==> src/rtl/dps_pkg.sv <==
// Shared definitions for the DPS timer responder: register offsets,
// CTRL bit positions and IRQ state encodings.
package dps_pkg;

  // Word offsets (iADDR[7:2]) of the mapped registers
  localparam logic [5:0] DPS_REG_ID      = 6'h00;
  localparam logic [5:0] DPS_REG_SIZE    = 6'h01;
  localparam logic [5:0] DPS_REG_CTRL    = 6'h02;
  localparam logic [5:0] DPS_REG_COUNT   = 6'h03;
  localparam logic [5:0] DPS_REG_COMPARE = 6'h04;
  localparam logic [5:0] DPS_REG_STATUS  = 6'h05;

  // CTRL register bit indices
  localparam int DPS_CTRL_EN          = 0;
  localparam int DPS_CTRL_IRQ_EN      = 1;
  localparam int DPS_CTRL_AUTO_RELOAD = 2;

  // Interrupt handshake states
  typedef enum logic [0:0] {
    DPS_IRQ_IDLE     = 1'b0,
    DPS_IRQ_WAIT_ACK = 1'b1
  } dps_irq_state_e;

  // STATUS read value: only MATCH is implemented, upper bits read 0
  function automatic logic [31:0] dps_status_word(input logic match);
    return {31'h0000_0000, match};
  endfunction

endpackage

==> src/rtl/dps_timer_core.sv <==
// Free-running 32-bit counter with compare, optional auto-reload and a
// single-cycle combinational match pulse for the current cycle.
module dps_timer_core
  import dps_pkg::*;
(
  input  logic        iCLOCK,
  input  logic        inRESET,
  input  logic        en,
  input  logic        auto_reload,
  input  logic        count_we,
  input  logic        compare_we,
  input  logic [31:0] wdata,
  output logic [31:0] count,
  output logic [31:0] compare,
  output logic        match_pulse
);

  logic [31:0] count_r;
  logic [31:0] compare_r;
  logic [31:0] count_inc_s;
  logic [31:0] count_next_s;
  logic        match_s;

  // Next count: a bus write beats the increment; a match with reload goes to 0
  always_comb begin
    count_inc_s  = count_r + 32'd1;
    match_s      = 1'b0;
    count_next_s = count_r;
    if (count_we) begin
      count_next_s = wdata;
    end else if (en) begin
      match_s = (count_inc_s == compare_r);
      if (match_s && auto_reload) begin
        count_next_s = 32'h0000_0000;
      end else begin
        count_next_s = count_inc_s;
      end
    end else begin
      count_next_s = count_r;
    end
  end

  // Counter and compare registers
  always_ff @(posedge iCLOCK or negedge inRESET) begin
    if (!inRESET) begin
      count_r   <= 32'h0000_0000;
      compare_r <= 32'h0000_0000;
    end else begin
      count_r <= count_next_s;
      if (compare_we) begin
        compare_r <= wdata;
      end
    end
  end

  assign count       = count_r;
  assign compare     = compare_r;
  assign match_pulse = match_s;

endmodule

==> src/rtl/dps_timer_responder.sv <==
// DPS bus responder exposing a compare timer: request decode, one-entry
// read-return buffer, STATUS/CTRL registers and the IRQ handshake FSM.
module dps_timer_responder
  import dps_pkg::*;
#(
  parameter logic [31:0] P_DEVICE_ID = 32'h0000_0001,
  parameter logic [31:0] P_IO_SIZE   = 32'h0000_0000,
  parameter logic [5:0]  P_IRQ_NUM   = 6'h00
)(
  input  logic        iCLOCK,
  input  logic        inRESET,
  input  logic        iREQ,
  output logic        oBUSY,
  input  logic        iRW,
  input  logic [31:0] iADDR,
  input  logic [31:0] iDATA,
  output logic        oREQ,
  input  logic        iBUSY,
  output logic [31:0] oDATA,
  output logic        oIRQ_REQ,
  output logic [5:0]  oIRQ_NUM,
  input  logic        iIRQ_ACK
);

  logic           accept_s, wr_s, rd_s;
  logic [5:0]     reg_sel_s;
  logic           ctrl_we_s, count_we_s, compare_we_s, status_we_s;
  logic [31:0]    rdata_s;
  logic [2:0]     ctrl_r;
  logic           match_r;
  logic           ret_full_r;
  logic [31:0]    ret_data_r;
  logic [31:0]    count_s, compare_s;
  logic           match_pulse_s;
  logic           irq_event_s;
  dps_irq_state_e irq_state_r, irq_state_next_s;
  logic           irq_pend_r, irq_pend_next_s;
  logic           irq_req_s;
  logic           unused_addr_s;

  assign unused_addr_s = ^{iADDR[31:8], iADDR[1:0]};

  // Request acceptance, register write strobes and read-data mux
  always_comb begin
    accept_s     = iREQ && !ret_full_r;
    wr_s         = accept_s && iRW;
    rd_s         = accept_s && !iRW;
    reg_sel_s    = iADDR[7:2];
    ctrl_we_s    = wr_s && (reg_sel_s == DPS_REG_CTRL);
    count_we_s   = wr_s && (reg_sel_s == DPS_REG_COUNT);
    compare_we_s = wr_s && (reg_sel_s == DPS_REG_COMPARE);
    status_we_s  = wr_s && (reg_sel_s == DPS_REG_STATUS);
    case (reg_sel_s)
      DPS_REG_ID:      rdata_s = P_DEVICE_ID;
      DPS_REG_SIZE:    rdata_s = P_IO_SIZE;
      DPS_REG_CTRL:    rdata_s = {29'h0000_0000, ctrl_r};
      DPS_REG_COUNT:   rdata_s = count_s;
      DPS_REG_COMPARE: rdata_s = compare_s;
      DPS_REG_STATUS:  rdata_s = dps_status_word(match_r);
      default:         rdata_s = 32'h0000_0000;
    endcase
  end

  dps_timer_core u_core (
    .iCLOCK      (iCLOCK),
    .inRESET     (inRESET),
    .en          (ctrl_r[DPS_CTRL_EN]),
    .auto_reload (ctrl_r[DPS_CTRL_AUTO_RELOAD]),
    .count_we    (count_we_s),
    .compare_we  (compare_we_s),
    .wdata       (iDATA),
    .count       (count_s),
    .compare     (compare_s),
    .match_pulse (match_pulse_s)
  );

  // CTRL register and sticky MATCH flag (a new match beats write-1-clear)
  always_ff @(posedge iCLOCK or negedge inRESET) begin
    if (!inRESET) begin
      ctrl_r  <= 3'b000;
      match_r <= 1'b0;
    end else begin
      if (ctrl_we_s) begin
        ctrl_r <= iDATA[2:0];
      end
      if (match_pulse_s) begin
        match_r <= 1'b1;
      end else if (status_we_s && iDATA[0]) begin
        match_r <= 1'b0;
      end
    end
  end

  // One-entry read-return buffer; fills on a read, drains when taken
  always_ff @(posedge iCLOCK or negedge inRESET) begin
    if (!inRESET) begin
      ret_full_r <= 1'b0;
      ret_data_r <= 32'h0000_0000;
    end else if (rd_s) begin
      ret_full_r <= 1'b1;
      ret_data_r <= rdata_s;
    end else if (ret_full_r && !iBUSY) begin
      ret_full_r <= 1'b0;
    end
  end

  assign oBUSY = ret_full_r;
  assign oREQ  = ret_full_r;
  assign oDATA = ret_data_r;

  // IRQ FSM state register and pending flag
  always_ff @(posedge iCLOCK or negedge inRESET) begin
    if (!inRESET) begin
      irq_state_r <= DPS_IRQ_IDLE;
      irq_pend_r  <= 1'b0;
    end else begin
      irq_state_r <= irq_state_next_s;
      irq_pend_r  <= irq_pend_next_s;
    end
  end

  // IRQ FSM next state; events during WAIT_ACK are remembered in one bit
  always_comb begin
    irq_event_s      = match_pulse_s && ctrl_r[DPS_CTRL_IRQ_EN];
    irq_state_next_s = irq_state_r;
    irq_pend_next_s  = irq_pend_r;
    case (irq_state_r)
      DPS_IRQ_IDLE: begin
        if (irq_pend_r || irq_event_s) begin
          irq_state_next_s = DPS_IRQ_WAIT_ACK;
        end else begin
          irq_state_next_s = DPS_IRQ_IDLE;
        end
        irq_pend_next_s = 1'b0;
      end
      DPS_IRQ_WAIT_ACK: begin
        if (iIRQ_ACK) begin
          irq_state_next_s = DPS_IRQ_IDLE;
        end else begin
          irq_state_next_s = DPS_IRQ_WAIT_ACK;
        end
        irq_pend_next_s = irq_pend_r || irq_event_s;
      end
      default: begin
        irq_state_next_s = DPS_IRQ_IDLE;
        irq_pend_next_s  = 1'b0;
      end
    endcase
  end

  // IRQ FSM outputs: request held for the whole WAIT_ACK state
  always_comb begin
    irq_req_s = (irq_state_r == DPS_IRQ_WAIT_ACK);
  end

  assign oIRQ_REQ = irq_req_s;
  assign oIRQ_NUM = P_IRQ_NUM;

endmodule

==> config.mk <==
export PLATFORM = sky130hd
export DESIGN_NAME = dps_timer_responder
export DESIGN_NICKNAME = d
export VERILOG_FILES = /design/src/rtl/dps_pkg.sv /design/src/rtl/dps_timer_core.sv /design/src/rtl/dps_timer_responder.sv
export SDC_FILE = /design/constraint.sdc
export NUM_CORES = 1
export LEC_CHECK = 0
export CELL_PAD_IN_SITES_DETAIL_PLACEMENT = 2
export CELL_PAD_IN_SITES_GLOBAL_PLACEMENT = 2
export CORE_MARGIN = 10
export CORE_UTILIZATION = 35
export DETAILED_ROUTE_END_ITERATION = 8
export GPL_TIMING_DRIVEN = 0
export PLACE_DENSITY_LB_ADDON = 0.1
export SYNTH_ARGS = -nofsm -noshare
export SYNTH_HDL_FRONTEND = slang
export SYNTH_HIERARCHICAL = 1
export SYNTH_SLANG_ARGS = --single-unit
==> constraint.sdc <==
create_clock -name iCLOCK -period 7 [get_ports iCLOCK]
set_input_delay 1.75 -clock iCLOCK [delete_from_list [all_inputs] [get_ports iCLOCK]]
set_output_delay 1.75 -clock iCLOCK [all_outputs]
set_load 0.005 [all_outputs]
==> flow_metrics.py, run 1 <==
metrics = {
    "critical_path": {
        "critPathMaxStageDelay_ns": 0.94,
        "required_ns": 7.24,
        "cp_common_cell": "clkbuf_1",
        "criticalPathCategory": "in2reg",
        "cp-start-kind": "primary input",
        "critPathBufInv": 3,
        "cp_top_family": "buffers and inverters",
        "arrival_ns": 5.46,
        "crit_path_max_fanout": 10,
        "end_kind": "flop",
        "crit_chain": "clkdlybuf4s50_1 -> or4b_4 -> nor3_1 -> clkbuf_1 -> clkbuf_1 -> a22oi_1 -> o21ai_0",
        "reg2reg_setup_slack_ns": 2.10,
        "slowest_stage": "nor3_1",
    },
    "floorplanning": {
        "fp.dieH_um": 154,
        "core.rowCount": 48,
        "dieWidth_um": 154,
        "ios": 111,
        "initial_utilization_pct": 36.0,
        "dieArea_um2": 23700,
        "core_area_um2": 17400,
    },
    "pwr": {
        "power.total_mw": 1.51,
        "p_per_area_nw_per_um2": 197,
        "irDropWorstVdd_mv": 0.113,
        "power.leakage_nw": 2.86,
    },
    "synth": {
        "synthTopCellsByCount": "dfrtp_1, nand2_1, nor2_1, a22oi_1, xnor2_1",
        "postSynthAreaPerCell_um2": 9.07,
        "synth_fa_ha_area_share_pct": 0.200,
        "ys_seq_area_share_pct": 41.1,
        "yosysMostFrequentCell": "dfrtp_1",
        "synth-edff-count": 0,
        "yosysUniqueCellTypes": 61,
        "synth_top_area_share_pct": 41.1,
        "ys_seq_elements": 103,
        "synth-simple-area-share_pct": 21.7,
        "synth_compound_gate_area_share_pct": 18.7,
        "synth_xor_area_share_pct": 6.15,
        "yosys.area.top_type": "dfrtp_1",
        "synthMuxAreaShare_pct": 6.59,
        "ys_async_sr_fraction_pct": 100,
        "synth_area_leaders": "dfrtp_1, mux2_2, xnor2_1",
        "synth_top_family_by_area": "simple AND/OR/NAND/NOR gates",
        "yosysWarnings": 6,
        "netlist_area_um2": 6260,
        "synth_top_flop_cell": "dfrtp_1",
        "synthesis.instances": 691,
    },
    "place": {
        "place_inst": 1000,
        "gp_congestion": 0.898,
        "pre_cts_ws_ns": 1.51,
        "io_buffers": 78,
        "placed_area_um2": 7370,
        "hpwl_mm": 19.9,
    },
    "sta": {
        "post-route-period-util_pct": 74.5,
        "max_slew.worst_pin.slew_ns": 1.35,
        "fin_ws_ns": 1.78,
        "slew_viol_final": 0,
        "skew_ns": 0.0124,
        "slew_headroom_pct": 9.23,
        "fmax_mhz": 192,
        "finalSetupTns_ns": 0,
        "setup_viol": 0,
        "hold_ws_ns": 0.489,
        "rsz0062_at_grt": "no",
        "fin_crit_ns": 5.22,
        "finalHoldViolCount": 0,
    },
    "clock_tree": {
        "ctsHoldBuffers": 0,
        "cts_buffer_depth": 2,
        "clock_latency_ns": 0.36,
        "post_cts_resized": 0,
        "h-tree-depth": 3,
        "cts.sinks": 103,
        "tritoncts": "built",
        "post_cts_buffers": 0,
        "clk_pin_slew_ns": 0.07,
        "cts_root_buf": "clkbuf_16",
        "numCtsBuffers": 9,
    },
    "final_layout": {
        "finalNonFillerCells": 1016,
        "drive_above_1_share_pct": 11.3,
        "final_nets": 857,
        "syn2layout_area_growth_pct": 22.3,
        "utilization_pct": 44.0,
        "diodes": 0,
        "design_area_um2": 7660,
    },
    "worst_hold_path": {
        "hold_path_class": "reg2reg",
    },
    "global_routing": {
        "grt_usage_pct": 22.2,
        "grt_pass1_vias": 6813,
        "grt_max_degree": 55,
        "grt_pass1_wl_mm": 41.6,
        "grt.overflow.total": 0,
        "antenna_found_initial": 0,
    },
    "detailed_routing": {
        "dr.pass1.iters": 5,
        "antenna_left": 0,
        "routedWlPerCell_um": 26.0,
        "drc": 0,
        "routed-via-count": 5977,
        "drt_wl_total_mm": 26.5,
        "viasPerCell": 5.88,
        "drt_iter0_drc": 404,
    },
    "flow_run": {
        "cap_violations": 0,
    },
    "outcome": {
        "status": "complete, no violations",
    },
}
per-layer routing:
layer | up-vias | part of all wire (%) | track usage [%]
met5 | - | 0 | 0
met4 | 0 | 2.3 | 6.88
met3 | 41 | 5.1 | 4.88
met2 | 157 | 48 | 37.2
met1 | 3066 | 44 | 27.9
li1 | 2713 | - | -
report_power, final:
| group | total, mW | internal, mW | switching (mW) |
|---|---|---|---|
| combinational | 0.313 | 0.127 | 0.186 |
| clock | 0.520 | 0.278 | 0.242 |
| sequential | 0.679 | 0.630 | 0.0485 |
sequential cells by signal, summed over array words and instances (netlist names):
name            count
oDATA              32
u_core/count       32
oIRQ_REQ            1
match_r             1
u_core/compare     32
ctrl_r              3
irq_pend_r          1
oBUSY               1
layout by cell type, fill, tap and decap left out, types with 11 or more instances in the layout:
cell type        count
a21oi_1             26
a22oi_1             36
a31oi_1             30
and4_1              11
buf_2               14
buf_4               12
clkbuf_1            34
clkdlybuf4s50_1     77
dfrtp_1            103
mux2_2              31
nand2_1             73
nand3_1             22
nand4_1             19
nor2_1              40
nor2b_1             13
nor3_1              15
o21ai_0             24
o21ai_1             34
xnor2_1             36
area by class of cell:
| class | count | area, um^2 |
|---|---|---|
| clock inverters | 5 | 58.8 |
| repair buffers | 79 | 806 |
| clock buffers | 11 | 233 |
| fillers | 1952 | 9750 |
| plain buffers | 61 | 298 |
| well taps | 225 | 282 |
| flip-flops and latches | 103 | 2580 |
| inverters | 11 | 41.3 |
| multi-input cells | 521 | 3370 |
worst register-to-register path: cells and delay by family (launching register included):
kind | cells | cell delay (ns)
simple gates | 5 | 2.14
compound gates | 3 | 1.25
flops | 1 | 0.51
fa+ha+maj | 1 | 0.36
buf+inv | 1 | 0.33
xor+xnor | 1 | 0.15
cell families after synthesis:
family | Yosys count
xor gates and xnor gates | 44
and+or+nand+nor | 248
adders and majority gates | 1
buffers and inverters | 72
DFF | 103
AOI/OAI and AO/OA | 185
other | 1
muxes | 37
worst paths after layout:
check	depth (start not counted)	start	to
max in group asynchronous	2	inRESET	u_core/count[30]
min	2	oDATA[26]	oDATA[26]
min reg2reg	2	oDATA[26]	oDATA[26]
max reg2reg	11	u_core/count[0]	u_core/count[13]
max	7	iADDR[2]	u_core/count[19]
min in group asynchronous	1	inRESET	oDATA[11]
Note: power is estimated with default switching activity, not from simulation.
==> run 2: changes to the inputs <==
--- a/config.mk
+++ b/config.mk
@@ -8,7 +8,7 @@
 export CELL_PAD_IN_SITES_DETAIL_PLACEMENT = 2
 export CELL_PAD_IN_SITES_GLOBAL_PLACEMENT = 2
 export CORE_MARGIN = 10
-export CORE_UTILIZATION = 35
+export CORE_UTILIZATION = 32
 export DETAILED_ROUTE_END_ITERATION = 8
 export GPL_TIMING_DRIVEN = 0
 export PLACE_DENSITY_LB_ADDON = 0.1
==> constraint.sdc (replaced) <==
create_clock -name iCLOCK -period 5.3 [get_ports iCLOCK]
set_input_delay 1.325 -clock iCLOCK [delete_from_list [all_inputs] [get_ports iCLOCK]]
set_output_delay 1.325 -clock iCLOCK [all_outputs]
set_load 0.005 [all_outputs]
==> flow_metrics.py, run 2 (synthesis gave the netlist of run 1 again) <==
metrics = {
    "floorplanning": {
        "core.rowCount": 51,
        "dieArea_um2": 25600,
        "fp.dieH_um": 160,
        "core_area_um2": 19300,
        "ios": 111,
        "initial_utilization_pct": 32.4,
        "dieWidth_um": 160,
    },
    "final_layout": {
        "layout_common_cells": "dfrtp_1, clkdlybuf4s50_1, nand2_1",
        "final-seq-area_um2": 2580,
        "design_area_um2": 7700,
        "finalNonFillerCells": 1057,
        "syn2layout_area_growth_pct": 23.0,
        "fillers": 2127,
        "layout_commonest_cell": "dfrtp_1",
        "final_nets": 857,
        "multi_input_comb_area_um2": 3370,
        "drive_above_1_share_pct": 11.5,
    },
    "clock_tree": {
        "post_cts_resized": 0,
        "h-tree-depth": 3,
        "post_cts_buffers": 0,
        "cts_buffer_depth": 2,
        "ctsHoldBuffers": 0,
        "clk_pin_slew_ns": 0.08,
        "cts_root_buf": "clkbuf_16",
        "tritoncts": "built",
        "numCtsBuffers": 9,
        "clock_latency_ns": 0.37,
        "cts.sinks": 103,
    },
    "sta": {
        "slew_headroom_pct": 28.3,
        "slew_viol_final": 0,
        "post-route-period-util_pct": 93.3,
        "max_slew.worst_pin.slew_ns": 1.07,
        "rsz0062_at_grt": "no",
        "setup_viol": 0,
        "hold_ws_ns": 0.485,
        "finalHoldViolCount": 0,
        "fmax_mhz": 202,
        "fin_ws_ns": 0.354,
        "skew_ns": 0.0128,
        "fin_crit_ns": 4.95,
    },
    "global_routing": {
        "grt_pass1_wl_mm": 42.9,
        "grt.overflow.total": 0,
        "grt_usage_pct": 21.7,
        "antenna_found_initial": 0,
        "grt_pass1_vias": 6706,
        "grt_max_degree": 54,
    },
    "place": {
        "hpwl_mm": 20.8,
        "gp_congestion": 0.922,
        "placed_area_um2": 7420,
        "pre_cts_ws_ns": 0.321,
        "io_buffers": 78,
        "place_inst": 1040,
    },
    "detailed_routing": {
        "drt_wl_total_mm": 27.6,
        "viasPerCell": 5.63,
        "routed-via-count": 5954,
        "drt_iter0_drc": 356,
        "drc": 0,
        "routedWlPerCell_um": 26.1,
        "dr.pass1.iters": 4,
        "antenna_left": 0,
    },
    "worst_hold_path": {
        "hold_path_class": "reg2reg",
    },
    "critical_path": {
        "crit_path_max_fanout": 10,
        "cp-start-kind": "flop",
        "arrival_ns": 5.14,
        "end_kind": "flop",
        "required_ns": 5.50,
        "criticalPathCategory": "reg2reg",
    },
    "pwr": {
        "p_per_area_nw_per_um2": 258,
        "power.leakage_nw": 2.86,
        "irDropWorstVdd_mv": 0.163,
    },
    "outcome": {
        "status": "complete, no violations",
    },
    "flow_run": {
        "cap_violations": 0,
    },
}
[run 2: worst max-delay path, cell delays in order, from the launching register on]
cell	delay (ns)
dfrtp_1	0.53
ha_1	0.43
nand4_2	0.30
nor4_2	0.83
a31oi_1	0.17
nor4_1	0.69
nand4_1	0.34
nor4_4	0.49
nand2_1	0.30
buf_2	0.33
a31oi_1	0.24
a31oi_1	0.12
[run 2: area by class of cell]
type | instances | area share, %
clock buffers | 9 | 2.92
flip-flops and latches | 103 | 33.5
inverters | 11 | 0.536
multi-input cells | 521 | 43.7
plain buffers | 61 | 3.87
well taps | 265 | 4.30
diodes | 1 | 0.0325
clock inverters | 7 | 0.715
repair buffers | 79 | 10.5
[run 2: per-layer routing]
layer | track usage, % | share of wire, %
met1 | 28.1 | 46
met3 | 4.78 | 4.6
met2 | 35.5 | 47
met4 | 6.05 | 2.2
met5 | 0 | 0
[run 2: worst paths after layout]
check | endpoint | from | slack, ns | cells past startpoint
worst max register to register | u_core/count[27] | u_core/count[0] | 0.35 | 11
max in group asynchronous | u_core/count[24] | inRESET | 3.55 | 2
min in group asynchronous | oBUSY | inRESET | 1.01 | 1
worst min register to register | match_r | match_r | 0.49 | 1
worst max-delay path | u_core/count[27] | u_core/count[0] | 0.35 | 11
worst min-delay path | match_r | match_r | 0.49 | 1
[run 2: power by group]
part | total (mW) | switching (mW) | leakage [nW] | internal (mW)
clock network | 0.665 | 0.341 | 0.132 | 0.324
logic | 0.428 | 0.260 | 1.42 | 0.168
registers | 0.897 | 0.0647 | 1.31 | 0.832
total | 1.99 | 0.666 | 2.86 | 1.32
[run 2: metrics by stage]
| stage | TNS (ns) | utilization (%) | total power [mW] |
|---|---|---|---|
| global placement | -127.88 | 38.3 | 1.32 |
| global route | 0 | 39.8 | 2.09 |
| finish | 0 | 39.8 | 1.99 |
| CTS | 0 | 39.8 | 2.01 |
| detailed placement | 0 | 38.4 | 1.33 |
| floorplan | 0 | - | 1.14 |
